**config.mk**
```make
export PLATFORM = sky130hd
export DESIGN_NAME = control_sequencer_flat
export DESIGN_NICKNAME = d
export VERILOG_FILES = /design/src/rtl/ctrl_pkg.sv /design/src/rtl/control_sequencer_if.sv /design/src/rtl/ex1_need_decode.sv /design/src/rtl/control_sequencer.sv /design/src/flat_wrapper.sv
export SDC_FILE = /design/constraint.sdc
export NUM_CORES = 1
export LEC_CHECK = 0
export BUFFER_PORTS_ARGS = -buffer_cell sky130_fd_sc_hd__buf_2
export CAP_MARGIN = 20
export CORE_ASPECT_RATIO = 1.1
export CORE_UTILIZATION = 51
export DETAILED_ROUTE_END_ITERATION = 10
export PLACE_DENSITY_LB_ADDON = 0.3
export SYNTH_ARGS = -nofsm -noshare
export SYNTH_HDL_FRONTEND = slang
export SYNTH_HIERARCHICAL = 1
export SYNTH_SLANG_ARGS = --single-unit
```
**constraint.sdc**
```tcl
create_clock -name clk -period 3.35 [get_ports clk]
set_input_delay 0.335 -clock clk [delete_from_list [all_inputs] [get_ports clk]]
set_output_delay 0.335 -clock clk [all_outputs]
set_load 0.03 [all_outputs]
```
**src/rtl/ctrl_pkg.sv**
```systemverilog
// Shared definitions for the control sequencer: phase encodings, the opcode
// classes that take a second execute cycle, status bit positions and the
// halt instruction word.
package ctrl_pkg;

    typedef enum logic [1:0] {
        PH_FETCH = 2'b00,
        PH_EX0   = 2'b01,
        PH_EX1   = 2'b10,
        PH_HALT  = 2'b11
    } phase_e;

    localparam logic [2:0] OP_BRN   = 3'b111;
    localparam logic [2:0] OP_BRZ   = 3'b110;
    localparam logic [2:0] OP_LDSTR = 3'b001;
    localparam logic [2:0] OP_LDI   = 3'b100;

    localparam int STAT_Z = 0;
    localparam int STAT_N = 1;
    localparam int STAT_C = 2;
    localparam int STAT_V = 3;

    localparam logic [15:0] HALT_WORD = 16'hFFFF;

endpackage

```
**src/rtl/control_sequencer_if.sv**
```systemverilog
// Bundle of the instruction-memory handshake, ALU flag inputs and the
// sequencer outputs that feed the EX0/EX1 control units.
// master: the sequencer; slave: memory/datapath side.
interface control_sequencer_if #(
    parameter int RETIRE_W = 16
);
    logic [15:0]         mem_rdata;
    logic                mem_ready;
    logic                mem_req;
    logic [3:0]          alu_status;
    logic                status_we;
    logic [15:0]         ir;
    logic [3:0]          status;
    logic [1:0]          phase;
    logic [RETIRE_W-1:0] retired;

    modport master (
        input  mem_rdata, mem_ready, alu_status, status_we,
        output mem_req, ir, status, phase, retired
    );

    modport slave (
        output mem_rdata, mem_ready, alu_status, status_we,
        input  mem_req, ir, status, phase, retired
    );
endinterface

```
**src/rtl/ex1_need_decode.sv**
```systemverilog
// Opcode class decode: which instructions need the second execute cycle.
// Also instantiated by the EX1 control unit so both sides agree.
module ex1_need_decode
    import ctrl_pkg::*;
(
    input  logic [2:0] op_i,
    output logic       need_ex1_o
);

    // Branches, load/store and load-immediate all use EX1.
    always_comb begin
        need_ex1_o = 1'b0;
        case (op_i)
            OP_BRN, OP_BRZ, OP_LDSTR, OP_LDI: need_ex1_o = 1'b1;
            default:                          need_ex1_o = 1'b0;
        endcase
    end

endmodule

```
**src/rtl/control_sequencer.sv**
```systemverilog
// Multi-cycle FETCH/EX0/EX1 sequencer with instruction register, latched
// ALU flags and a retired-instruction counter.
// Optional feature macro: CTRL_SEQ_HALT_EN (16'hFFFF parks the machine in HALT).
//
// state    | meaning
// ---------+-----------------------------------------------------------
// PH_FETCH | request instruction, load ir when memory is ready
// PH_EX0   | first execute cycle, always one cycle
// PH_EX1   | second execute cycle for branch / load-store / LDI
// PH_HALT  | parked until reset (halt build only; else falls to FETCH)
module control_sequencer
    import ctrl_pkg::*;
#(
    parameter int RETIRE_W = 16
) (
    input  logic          clk,
    input  logic          rst,
    control_sequencer_if.master bus
);

    localparam logic [RETIRE_W-1:0] RET_ONE = {{(RETIRE_W-1){1'b0}}, 1'b1};

    phase_e              state_q, state_d;
    logic [15:0]         ir_q, ir_d;
    logic [3:0]          status_q, status_d;
    logic [RETIRE_W-1:0] retired_q, retired_d;
    logic                need_ex1;

    ex1_need_decode u_ex1_need_decode (
        .op_i       (ir_q[13:11]),
        .need_ex1_o (need_ex1)
    );

    // State and datapath registers with synchronous reset.
    always_ff @(posedge clk) begin
        if (rst) begin
            state_q   <= PH_FETCH;
            ir_q      <= 16'h0000;
            status_q  <= 4'h0;
            retired_q <= '0;
        end else begin
            state_q   <= state_d;
            ir_q      <= ir_d;
            status_q  <= status_d;
            retired_q <= retired_d;
        end
    end

    // Next-state, instruction load, flag load and retire count.
    always_comb begin
        state_d   = state_q;
        ir_d      = ir_q;
        status_d  = status_q;
        retired_d = retired_q;

        // Flags load in either execute cycle, even on the transitioning cycle.
        if (bus.status_we && (state_q == PH_EX0 || state_q == PH_EX1)) begin
            status_d = bus.alu_status;
        end

        case (state_q)
            PH_FETCH: begin
                if (bus.mem_ready) begin
                    ir_d    = bus.mem_rdata;
                    state_d = PH_EX0;
                end
            end
            PH_EX0: begin
`ifdef CTRL_SEQ_HALT_EN
                if (ir_q == HALT_WORD) begin
                    state_d = PH_HALT;
                end else
`endif
                if (need_ex1) begin
                    state_d = PH_EX1;
                end else begin
                    state_d   = PH_FETCH;
                    retired_d = retired_q + RET_ONE;
                end
            end
            PH_EX1: begin
                state_d   = PH_FETCH;
                retired_d = retired_q + RET_ONE;
            end
            PH_HALT: begin
`ifdef CTRL_SEQ_HALT_EN
                state_d = PH_HALT;
`else
                state_d = PH_FETCH;
`endif
            end
            default: state_d = PH_FETCH;
        endcase
    end

    // Request is a pure decode of the state, masked while reset is held.
    assign bus.mem_req = (state_q == PH_FETCH) && !rst;
    assign bus.ir      = ir_q;
    assign bus.status  = status_q;
    assign bus.phase   = state_q;
    assign bus.retired = retired_q;

endmodule

```
**src/flat_wrapper.sv**
```systemverilog
// flat-port wrapper written by rule: the top's interface ports become plain ports
module control_sequencer_flat import ctrl_pkg::*;
#(
    parameter int RETIRE_W = 16
)
  (clk, rst, bus_mem_rdata, bus_mem_ready, bus_alu_status, bus_status_we, bus_mem_req, bus_ir, bus_status, bus_phase, bus_retired);
  control_sequencer_if #(.RETIRE_W(RETIRE_W)) bus_i ();
  input  logic clk;
  input  logic rst;
  input wire logic [$bits(bus_i.mem_rdata)-1:0] bus_mem_rdata;
  input wire logic [$bits(bus_i.mem_ready)-1:0] bus_mem_ready;
  input wire logic [$bits(bus_i.alu_status)-1:0] bus_alu_status;
  input wire logic [$bits(bus_i.status_we)-1:0] bus_status_we;
  output wire logic [$bits(bus_i.mem_req)-1:0] bus_mem_req;
  output wire logic [$bits(bus_i.ir)-1:0] bus_ir;
  output wire logic [$bits(bus_i.status)-1:0] bus_status;
  output wire logic [$bits(bus_i.phase)-1:0] bus_phase;
  output wire logic [$bits(bus_i.retired)-1:0] bus_retired;
  assign bus_i.mem_rdata = bus_mem_rdata;
  assign bus_i.mem_ready = bus_mem_ready;
  assign bus_i.alu_status = bus_alu_status;
  assign bus_i.status_we = bus_status_we;
  assign bus_mem_req = bus_i.mem_req;
  assign bus_ir = bus_i.ir;
  assign bus_status = bus_i.status;
  assign bus_phase = bus_i.phase;
  assign bus_retired = bus_i.retired;
  control_sequencer #(.RETIRE_W(RETIRE_W)) u_core (.clk(clk), .rst(rst), .bus(bus_i));
endmodule
```
==> results of run 1 <==
-- area by class of cell --
type | instances | area (um^2)
clock buffer | 7 | 55.05
fill | 278 | 1040
clock inverter | 1 | 5.005
inverter | 5 | 18.77
multi-input combinational | 143 | 815.8
sequential | 38 | 760.7
tap | 34 | 42.54
timing repair buffer | 62 | 310.3
-- flip-flops by register name, summed over array words and instances (netlist names) --
name,flops
u_core/bus.status,4
u_core/bus.retired,16
u_core/bus.phase,2
u_core/bus.ir,16
-- worst max path at each step --
stage / slack, ps / to / cells past startpoint
6_report: 1250 / u_core/bus.retired[15] / 6
5_1_grt: 1110 / u_core/bus.retired[15] / 6
4_1_cts: 1250 / u_core/bus.retired[15] / 6
3_5_place_dp: 1290 / u_core/bus.retired[15] / 6
3_3_place_gp: 1380 / u_core/bus.retired[15] / 6
2_1_floorplan: 1300 / u_core/bus.retired[8] / 7
-- per-layer routing --
layer | routed length, um | track usage | up-vias
met4 | 70 | 0.1045 | 0
met1 | 1531 | 0.2500 | 641
met2 | 1504 | 0.3287 | 41
met3 | 168 | 0.05882 | 6
met5 | 0 | 0 | -
li1 | - | - | 786
-- cell usage in the layout, fill, tap and decap left out, drive strengths merged, types with 2 or more instances in the layout --
master and n:
nand4b 2, xnor2 10, a21oi 30, o21ai 3
nand2 47, a2111oi 2, nand3 9, or3 2
dfxtp 38, o31ai 3, ha 5, or4 3
nor2b 2, a211oi 3, inv 5, clkbuf 7
nand2b 3, nor2 11, buf 62
-- synth_stat cells, drive strengths merged (2+ instances only) --
| library cell | number |
|---|---|
| clkbuf | 9 |
| a21oi | 30 |
| o21ai | 3 |
| a2111oi | 2 |
| nor2 | 11 |
| nand3 | 9 |
| or4 | 3 |
| nand2 | 47 |
| dfxtp | 38 |
| inv | 5 |
| xnor2 | 10 |
| o31ai | 3 |
| ha | 5 |
| or3 | 2 |
| nand2b | 3 |
| a211oi | 3 |
| nand4b | 2 |
| nor2b | 2 |
-- stage by stage --
stage | hold slack, ps | cell area (um^2) | total power, mW | cells | util
final | 235.9 | 2008 | 0.8828 | 290 | 0.6589
after global routing | 208.9 | 2008 | 0.9325 | 290 | 0.6589
after global placement | 440.5 | 1948 | 0.6498 | 282 | 0.6392
after floorplan | 471.0 | 1629 | 0.6056 | 195 | -
after CTS | 221.4 | 2008 | 0.8931 | 290 | 0.6589
after detailed placement | 444.4 | 1948 | 0.6518 | 282 | 0.6392
-- power by group through the flow --
stage                     clock, mW  sequential (mW)  combinational (mW)
final                         0.241            0.486               0.155
after global routing          0.271            0.490               0.171
after CTS                     0.251            0.486               0.156
after detailed placement          0            0.497               0.155
after global placement            0            0.496               0.154
after floorplan                   0            0.537              0.0688
-- logic make-up (layout without fill, tap and decap cells) --
kind of cell | count (synthesis) | count (layout) | synth area share
adders and majority gates | 5 | 5 | 0.03840
AOI/OAI and AO/OA | 44 | 44 | 0.1597
and+or+nand+nor | 83 | 83 | 0.2381
xor gates and xnor gates | 10 | 10 | 0.05838
buffers and inverters | 14 | 75 | 0.03226
muxes | 1 | 1 | 0.006145
DFF | 38 | 38 | 0.4670
-- worst max-delay path, cell delays in order, from the launching register on --
cell	delay, ps
dfxtp_1	380
inv_1	90
ha_1	200
nand2b_1	330
a21o_1	330
or4_1	520
a21oi_1	170
==> flow_metrics.env, run 1 <==
export IMPL_ir_drop_uv=349.6
export IMPL_drtAntennaViolNets=0
export IMPL_die_area_mm2=0.003424
export IMPL_p_sw_frac=0.2918
export IMPL_gp_congestion=0.7128
export IMPL_io_pins=63
export IMPL_status="finished, final reports clean"
export IMPL_hold_buffers=0
export IMPL_min_path_type="in2reg"
export IMPL_rsz0062_at_grt="false"
export IMPL_cts_resized=0
export IMPL_root_buffer="clkbuf_4"
export IMPL_synth_edf_count=0
export IMPL_ctsHtreeMaxLevel=2
export IMPL_yosys_area_top_type="dfxtp_1"
export IMPL_period_minus_slack_ps=2103
export IMPL_final_nets=284
export IMPL_viasPerCell=5.083
export IMPL_start_util=0.5345
export IMPL_ys_ff_latch=38
export IMPL_numCtsBuffers=5
export IMPL_clkPwrFrac=0.273
export IMPL_dieHeight_um=61.28
export IMPL_grt_max_degree=40
export IMPL_diodes=0
export IMPL_first_pass_iters=4
export IMPL_hp_start="bus_mem_rdata[4]"
export IMPL_grt_pass1_vias=1225
export IMPL_reg2reg_depth=6
export IMPL_whs_endpoint="u_core/bus.ir[4]"
export IMPL_antenna_found_initial=0
export IMPL_clk_pin_slew_ps=100
export IMPL_cts_setup_buffers=0
export IMPL_yosysSeqAreaShare=0.4670
export IMPL_power_leakage_nw=0.8582
export IMPL_r2r_end="u_core/bus.retired[15]"
export IMPL_arrival_ps=2350
export IMPL_yosysTopAreaCellShare=0.4670
export IMPL_p_sw_uw=257.6
export IMPL_finalWirelength_um=3274
export IMPL_internal_power_uw=625.2
export IMPL_post_place_ws_ps=1291
export IMPL_tns_ps=0
export IMPL_crit_fanout=12
export IMPL_setup_viol=0
export IMPL_crit_required_ps=3600
export IMPL_reg2reg_from="u_core/bus.phase[1]"
export IMPL_synth_cell_types=31
export IMPL_ys_warn_count=6
export IMPL_hpwl_um=2351
export IMPL_end_kind="register"
export IMPL_clock_sinks=38
export IMPL_synth_area_top_cells="dfxtp_1, nand2_1, a21oi_1"
export IMPL_synth_cells=195
export IMPL_synth_nets=224
export IMPL_max_clock_freq_mhz=475.5
export IMPL_setup_worst_path_start="u_core/bus.phase[1]"
export IMPL_drc=0
export IMPL_core_mm2=0.003048
export IMPL_setup_slack_ps=1247
export IMPL_std_cell_rows=21
export IMPL_maxCapViolCount=0
export IMPL_crit_path_start_kind="register"
export IMPL_hold_viol=0
export IMPL_grt_util_all_layers=0.2020
export IMPL_fin_skew_ps=7.202
export IMPL_io_buffers=62
export IMPL_p_comb_frac=0.176
export IMPL_grt_pass1_wl_um=5354
export IMPL_clock_path_buffers=2
export IMPL_crit_type="reg2reg"
export IMPL_cts_tree="yes"
export IMPL_clock_latency_ps=330
export IMPL_holdPathStages=3
export IMPL_drive_gt1_frac=0.2891
export IMPL_async_flop_share=0
export IMPL_grt_overflow=0
export IMPL_dieWidth_um=55.89
export IMPL_synthToLayoutAreaGrowth_pct=23.27
export IMPL_final_period_utilization=0.6278
export IMPL_p_seq_frac=0.551
export IMPL_reg2reg_setup_slack_ps=1250
export IMPL_slew_headroom=0.5522
export IMPL_synth_ff_type="dfxtp_1"
export IMPL_drt_iter0_markers=37
export IMPL_cellPowerDensity_mw_per_mm2=439.6
export IMPL_wire_per_inst_um=11.29
export IMPL_drv_slew=0
export IMPL_vias=1474
export IMPL_worst_slew_pin_slew_ps=671.7
export IMPL_syn_area_mm2=0.001629
export IMPL_syn_area_per_cell_um2=8.354
Power figures use the tool's default switching activity.
==> run 2: changes to the inputs <==
- CORE_UTILIZATION: 51 -> 48
- clock period: 3.35 -> 2.2 ns (I/O delays scaled with it)
==> run 2 against run 1 <==
Effect of this change:
- the flow now finishes with violations (design-rule violations)
- critical path depth stayed put
- wire length is 0.61% higher
- clock skew rose by 5.7 ps
- global-route usage is 0.42 points lower
- setup slack lost 990 ps
- design area rose by 2.0%
- combinational power is 55% higher
- worst hold slack got worse by 130 ps
- non-clock buffer count grew 3
- total power up 63%
- first-iteration DRC count grew 8.1%
- critical endpoint is now u_core/bus.retired[13]
- largest power group unchanged
==> flow_metrics.env, run 2 (synthesized netlist as in run 1, its figures left out) <==
export IMPL_antenna_found_initial=0
export IMPL_numCtsBuffers=5
export IMPL_dieWidth_um=57.55
export IMPL_max_clock_freq_mhz=514.1
export IMPL_slew_headroom=0.6117
export IMPL_ir_drop_uv=604.5
export IMPL_clock_sinks=38
export IMPL_vias=1499
export IMPL_final_period_utilization=0.8841
export IMPL_drt_iter0_markers=40
export IMPL_std_cell_rows=21
export IMPL_mostFrequentLayoutCell="buf_2"
export IMPL_gp_congestion=0.7278
export IMPL_internal_power_mw=1.036
export IMPL_maxCapViolCount=0
export IMPL_hold_viol=0
export IMPL_crit_required_ps=2460
export IMPL_first_pass_iters=7
export IMPL_clk_pin_slew_ps=120
export IMPL_regArea_um2=760.7
export IMPL_clkPwrFrac=0.317
export IMPL_cellPowerDensity_mw_per_mm2=700.8
export IMPL_tns_ps=0
export IMPL_holdPathStages=3
export IMPL_violations="design-rule violations"
export IMPL_crit_type="reg2reg"
export IMPL_rsz0062_at_grt="false"
export IMPL_fill_cells=265
export IMPL_place_inst=285
export IMPL_power_mw=1.435
export IMPL_die_area_mm2=0.003631
export IMPL_drtAntennaViolNets=0
export IMPL_p_seq_frac=0.516
export IMPL_arrival_ps=2210
export IMPL_p_comb_frac=0.167
export IMPL_grt_pass1_wl_um=5644
export IMPL_grt_max_degree=23
export IMPL_start_util=0.5210
export IMPL_fin_skew_ps=12.87
export IMPL_clock_path_buffers=2
export IMPL_hold_buffers=0
export IMPL_dieHeight_um=63.10
export IMPL_fin_util=0.6551
export IMPL_finalWirelength_um=3294
export IMPL_grt_util_all_layers=0.1979
export IMPL_drv_slew=0
export IMPL_status="finished with violations"
export IMPL_drive_gt1_frac=0.3012
export IMPL_root_buffer="clkbuf_4"
export IMPL_final_nets=287
export IMPL_hp_start="bus_mem_rdata[10]"
export IMPL_reg2reg_setup_slack_ps=250
export IMPL_worst_slew_pin_slew_ps=567.8
export IMPL_crit_fanout=8
export IMPL_wire_per_inst_um=11.24
export IMPL_cts_tree="yes"
export IMPL_io_buffers=62
export IMPL_multiInputGateArea_um2=815.8
export IMPL_hpwl_um=2410
export IMPL_clock_latency_ps=330
export IMPL_period_minus_slack_ps=1945
export IMPL_setup_viol=0
export IMPL_final_cell_mix="buf_2, nand2_1, dfxtp_1"
export IMPL_crit_path_start_kind="register"
export IMPL_final_cells=293
export IMPL_end_kind="register"
export IMPL_power_leakage_nw=0.8812
export IMPL_p_sw_uw=399.1
export IMPL_reg2reg_from="u_core/bus.phase[1]"
export IMPL_ctsHtreeMaxLevel=2
export IMPL_r2r_end="u_core/bus.retired[13]"
export IMPL_cts_setup_buffers=0
export IMPL_dpl_cell_area_mm2=0.001971
export IMPL_grt_pass1_vias=1302
export IMPL_io_pins=63
export IMPL_final_area_mm2=0.002048
export IMPL_diodes=0
export IMPL_grt_overflow=0
export IMPL_reg2reg_depth=6
export IMPL_cts_resized=0
export IMPL_drc=3
export IMPL_core_mm2=0.003127
export IMPL_p_sw_frac=0.2780
export IMPL_synthToLayoutAreaGrowth_pct=25.73
export IMPL_viasPerCell=5.116
export IMPL_min_path_type="in2reg"
export IMPL_whs_endpoint="u_core/bus.ir[10]"
==> run 2: cell types whose count changed in the layout (fill, tap and decap cells not counted), sizes merged <==
| cell | change |
|---|---|
| buf | +3 |
| bufinv | +1 |
| clkinv | +1 |
| clkbuf | -2 |
==> run 2: critical path, stage by stage, from the launching register on <==
cell      delay (ps)
dfxtp_1          390
inv_1             90
ha_1             210
nand2b_1         210
a21o_1           280
or4_1            530
a21oi_1          170
==> run 2: layout make-up <==
type	instances	area share
repair buffers	65	0.1625
flip-flops and latches	38	0.3714
inverters	5	0.009163
multi-input cells	143	0.3983
clock inverters	3	0.01955
clock buffers	5	0.01833
well taps	34	0.02077
==> run 2: per-layer routing <==
metal / up-vias / global-route usage / routed length [um]
met5: - / 0 / 0
met4: 0 / 0.07317 / 46
met3: 4 / 0.06366 / 184
met2: 40 / 0.3125 / 1571
met1: 667 / 0.2490 / 1491
li1: 788 / - / -
==> run 2: through the flow <==
stage	setup WS, ps	hold slack, ps
floorplan	149.0	356.0
global placement	380.1	438.9
detailed placement	273.8	447.0
CTS	254.5	95.57
global route	91.64	75.27
finish	254.9	108.4
==> run 2: worst max path at each step <==
stage | start | end | slack [ps]
6_report | u_core/bus.phase[1] | u_core/bus.retired[13] | 250
5_1_grt | u_core/bus.phase[1] | u_core/bus.retired[13] | 90
4_1_cts | u_core/bus.phase[1] | u_core/bus.retired[13] | 250
3_5_place_dp | u_core/bus.phase[1] | u_core/bus.retired[13] | 270
3_3_place_gp | u_core/bus.phase[1] | u_core/bus.retired[15] | 380
2_1_floorplan | u_core/bus.phase[1] | u_core/bus.retired[8] | 150
==> run 2: power groups by stage <==
stage / logic, mW / registers [mW] / clock network (mW)
2_1_floorplan: 0.105 / 0.817 / 0
3_3_place_gp: 0.240 / 0.755 / 0
3_5_place_dp: 0.240 / 0.756 / 0
4_1_cts: 0.241 / 0.741 / 0.471
5_1_grt: 0.263 / 0.745 / 0.515
6_report: 0.240 / 0.740 / 0.455
==> run 3: changes to the inputs <==
- CORE_ASPECT_RATIO: 1.1 -> 0.9
==> run 3 against run 2 <==
Effect of this change:
- the run now ends clean
- global-route usage rose by 0.62 points
- combinational power barely moved
- first-iteration DRC count rose by 93%
- setup slack improved by 26 ps
- via count rose by 0.60%
==> flow_metrics.env, run 3 (synthesized netlist as in run 1, its figures left out) <==
export IMPL_drive_gt1_frac=0.3012
export IMPL_worst_slew_pin_slew_ps=541.4
export IMPL_use_met2=0.3298
export IMPL_ctsHtreeMaxLevel=2
export IMPL_p_sw_uw=435.1
export IMPL_power_leakage_nw=0.8867
export IMPL_root_buffer="clkbuf_8"
export IMPL_drt_iter0_markers=77
export IMPL_dieHeight_um=57.27
export IMPL_path_buf_inv=1
export IMPL_numCtsBuffers=5
export IMPL_fin_skew_ps=9.104
export IMPL_maxCapViolCount=0
export IMPL_drc=0
export IMPL_path_cells="inv_1, ha_1, nand2b_1, a21o_1, or4_1, a21oi_1"
export IMPL_status="finished, final reports clean"
export IMPL_regArea_um2=760.7
export IMPL_power_mw=1.573
export IMPL_vias=1508
export IMPL_mostFrequentLayoutCell="buf_2"
export IMPL_crit_fanout=8
export IMPL_final_period_utilization=0.8723
export IMPL_clock_sinks=38
export IMPL_cts_setup_buffers=0
export IMPL_cts_resized=0
export IMPL_gp_congestion=0.7508
export IMPL_max_clock_freq_mhz=521.1
export IMPL_rsz0062_at_grt="false"
export IMPL_hold_viol=0
export IMPL_tns_ps=0
export IMPL_clk_pin_slew_ps=80
export IMPL_ir_drop_uv=624.1
export IMPL_core_mm2=0.003138
export IMPL_io_buffers=62
export IMPL_use_met3=0.06800
export IMPL_p_seq_frac=0.471
export IMPL_grt_max_degree=21
export IMPL_p_comb_frac=0.152
export IMPL_std_cell_rows=19
export IMPL_synthToLayoutAreaGrowth_pct=28.57
export IMPL_grt_busiest_layer="met2"
export IMPL_first_pass_iters=4
export IMPL_whs_ps=156.1
export IMPL_hpwl_um=2419
export IMPL_wire_per_inst_um=11.33
export IMPL_hold_buffers=0
export IMPL_clock_latency_ps=290
export IMPL_cellPowerDensity_mw_per_mm2=750.8
export IMPL_min_path_type="in2reg"
export IMPL_cts_tree="yes"
export IMPL_crit_type="reg2reg"
export IMPL_setup_viol=0
export IMPL_p_sw_frac=0.2766
export IMPL_fill_cells=288
export IMPL_grt_pass1_vias=1388
export IMPL_finalWirelength_um=3409
export IMPL_cp_slowest_cell="or4_1"
export IMPL_crit_path_start_kind="register"
export IMPL_clock_path_buffers=2
export IMPL_diodes=0
export IMPL_period_minus_slack_ps=1919
export IMPL_final_area_mm2=0.002095
export IMPL_viasPerCell=5.010
export IMPL_io_pins=63
export IMPL_final_nets=287
export IMPL_grt_pass1_wl_um=5754
export IMPL_drv_slew=0
export IMPL_drtAntennaViolNets=0
export IMPL_internal_power_mw=1.138
export IMPL_crit_required_ps=2420
export IMPL_start_util=0.5191
export IMPL_final_cell_mix="buf_2, nand2_1, dfxtp_1"
export IMPL_dpl_cell_area_mm2=0.001981
export IMPL_slew_headroom=0.6391
export IMPL_end_kind="register"
export IMPL_cpPeakStageDelay_ps=510
export IMPL_arrival_ps=2140
export IMPL_dieWidth_um=63.41
export IMPL_grt_use_met1=0.2413
export IMPL_grt_util_all_layers=0.2040
export IMPL_antenna_found_initial=0
export IMPL_multiInputGateArea_um2=815.8
export IMPL_die_area_mm2=0.003631
export IMPL_path_delay_family="simple AND/OR/NAND/NOR gates"
export IMPL_grt_overflow=0
export IMPL_clkPwrFrac=0.376
[run 3: changes by cell type in the layout (fill, tap and decap cells not counted), sizes merged]
cell      previous run  this run
clkinv               2         0
clkinvlp             0         2
[run 3: worst paths after layout]
path,start,end,slack [ps],depth (start not counted)
worst max-delay path,u_core/bus.phase[1],u_core/bus.retired[15],280,6
worst min-delay path,bus_mem_rdata[1],u_core/bus.ir[1],160,3
worst max register to register,u_core/bus.phase[1],u_core/bus.retired[15],280,6
worst min register to register,u_core/bus.ir[0],u_core/bus.ir[0],460,2
[run 3: per-stage QoR]
step / setup WS (ps) / instances / util
2_1_floorplan: 149.0 / 195 / -
3_3_place_gp: 382.9 / 293 / 0.6312
3_5_place_dp: 329.3 / 293 / 0.6312
4_1_cts: 281.3 / 301 / 0.6675
5_1_grt: 157.1 / 301 / 0.6675
6_report: 281.0 / 301 / 0.6675
[run 3: cell type report]
| class | instances | share of cell area |
|---|---|---|
| clock buffers | 5 | 0.03286 |
| clock inverters | 3 | 0.02151 |
| inverters | 5 | 0.008961 |
| multi-input cells | 143 | 0.3895 |
| flip-flops and latches | 38 | 0.3632 |
| well taps | 42 | 0.02509 |
| repair buffers | 65 | 0.1589 |
[run 3: routing by layer]
| metal | wire (um) | vias to the layer above |
|---|---|---|
| met4 | 60 | 0 |
| met3 | 243 | 8 |
| met5 | 0 | - |
| met2 | 1518 | 43 |
| li1 | - | 783 |
| met1 | 1586 | 674 |
[run 3: worst min-delay path, stage by stage]
cell	delay, ps
buf_2	100
nand2_1	50
a21oi_1	50
[run 3: power by group through the flow]
stage	Clock, mW	Sequential [mW]	Combinational (mW)
floorplan	0	0.817	0.105
global placement	0	0.755	0.240
detailed placement	0	0.757	0.241
CTS	0.605	0.741	0.241
global route	0.639	0.746	0.264
finish	0.592	0.741	0.240
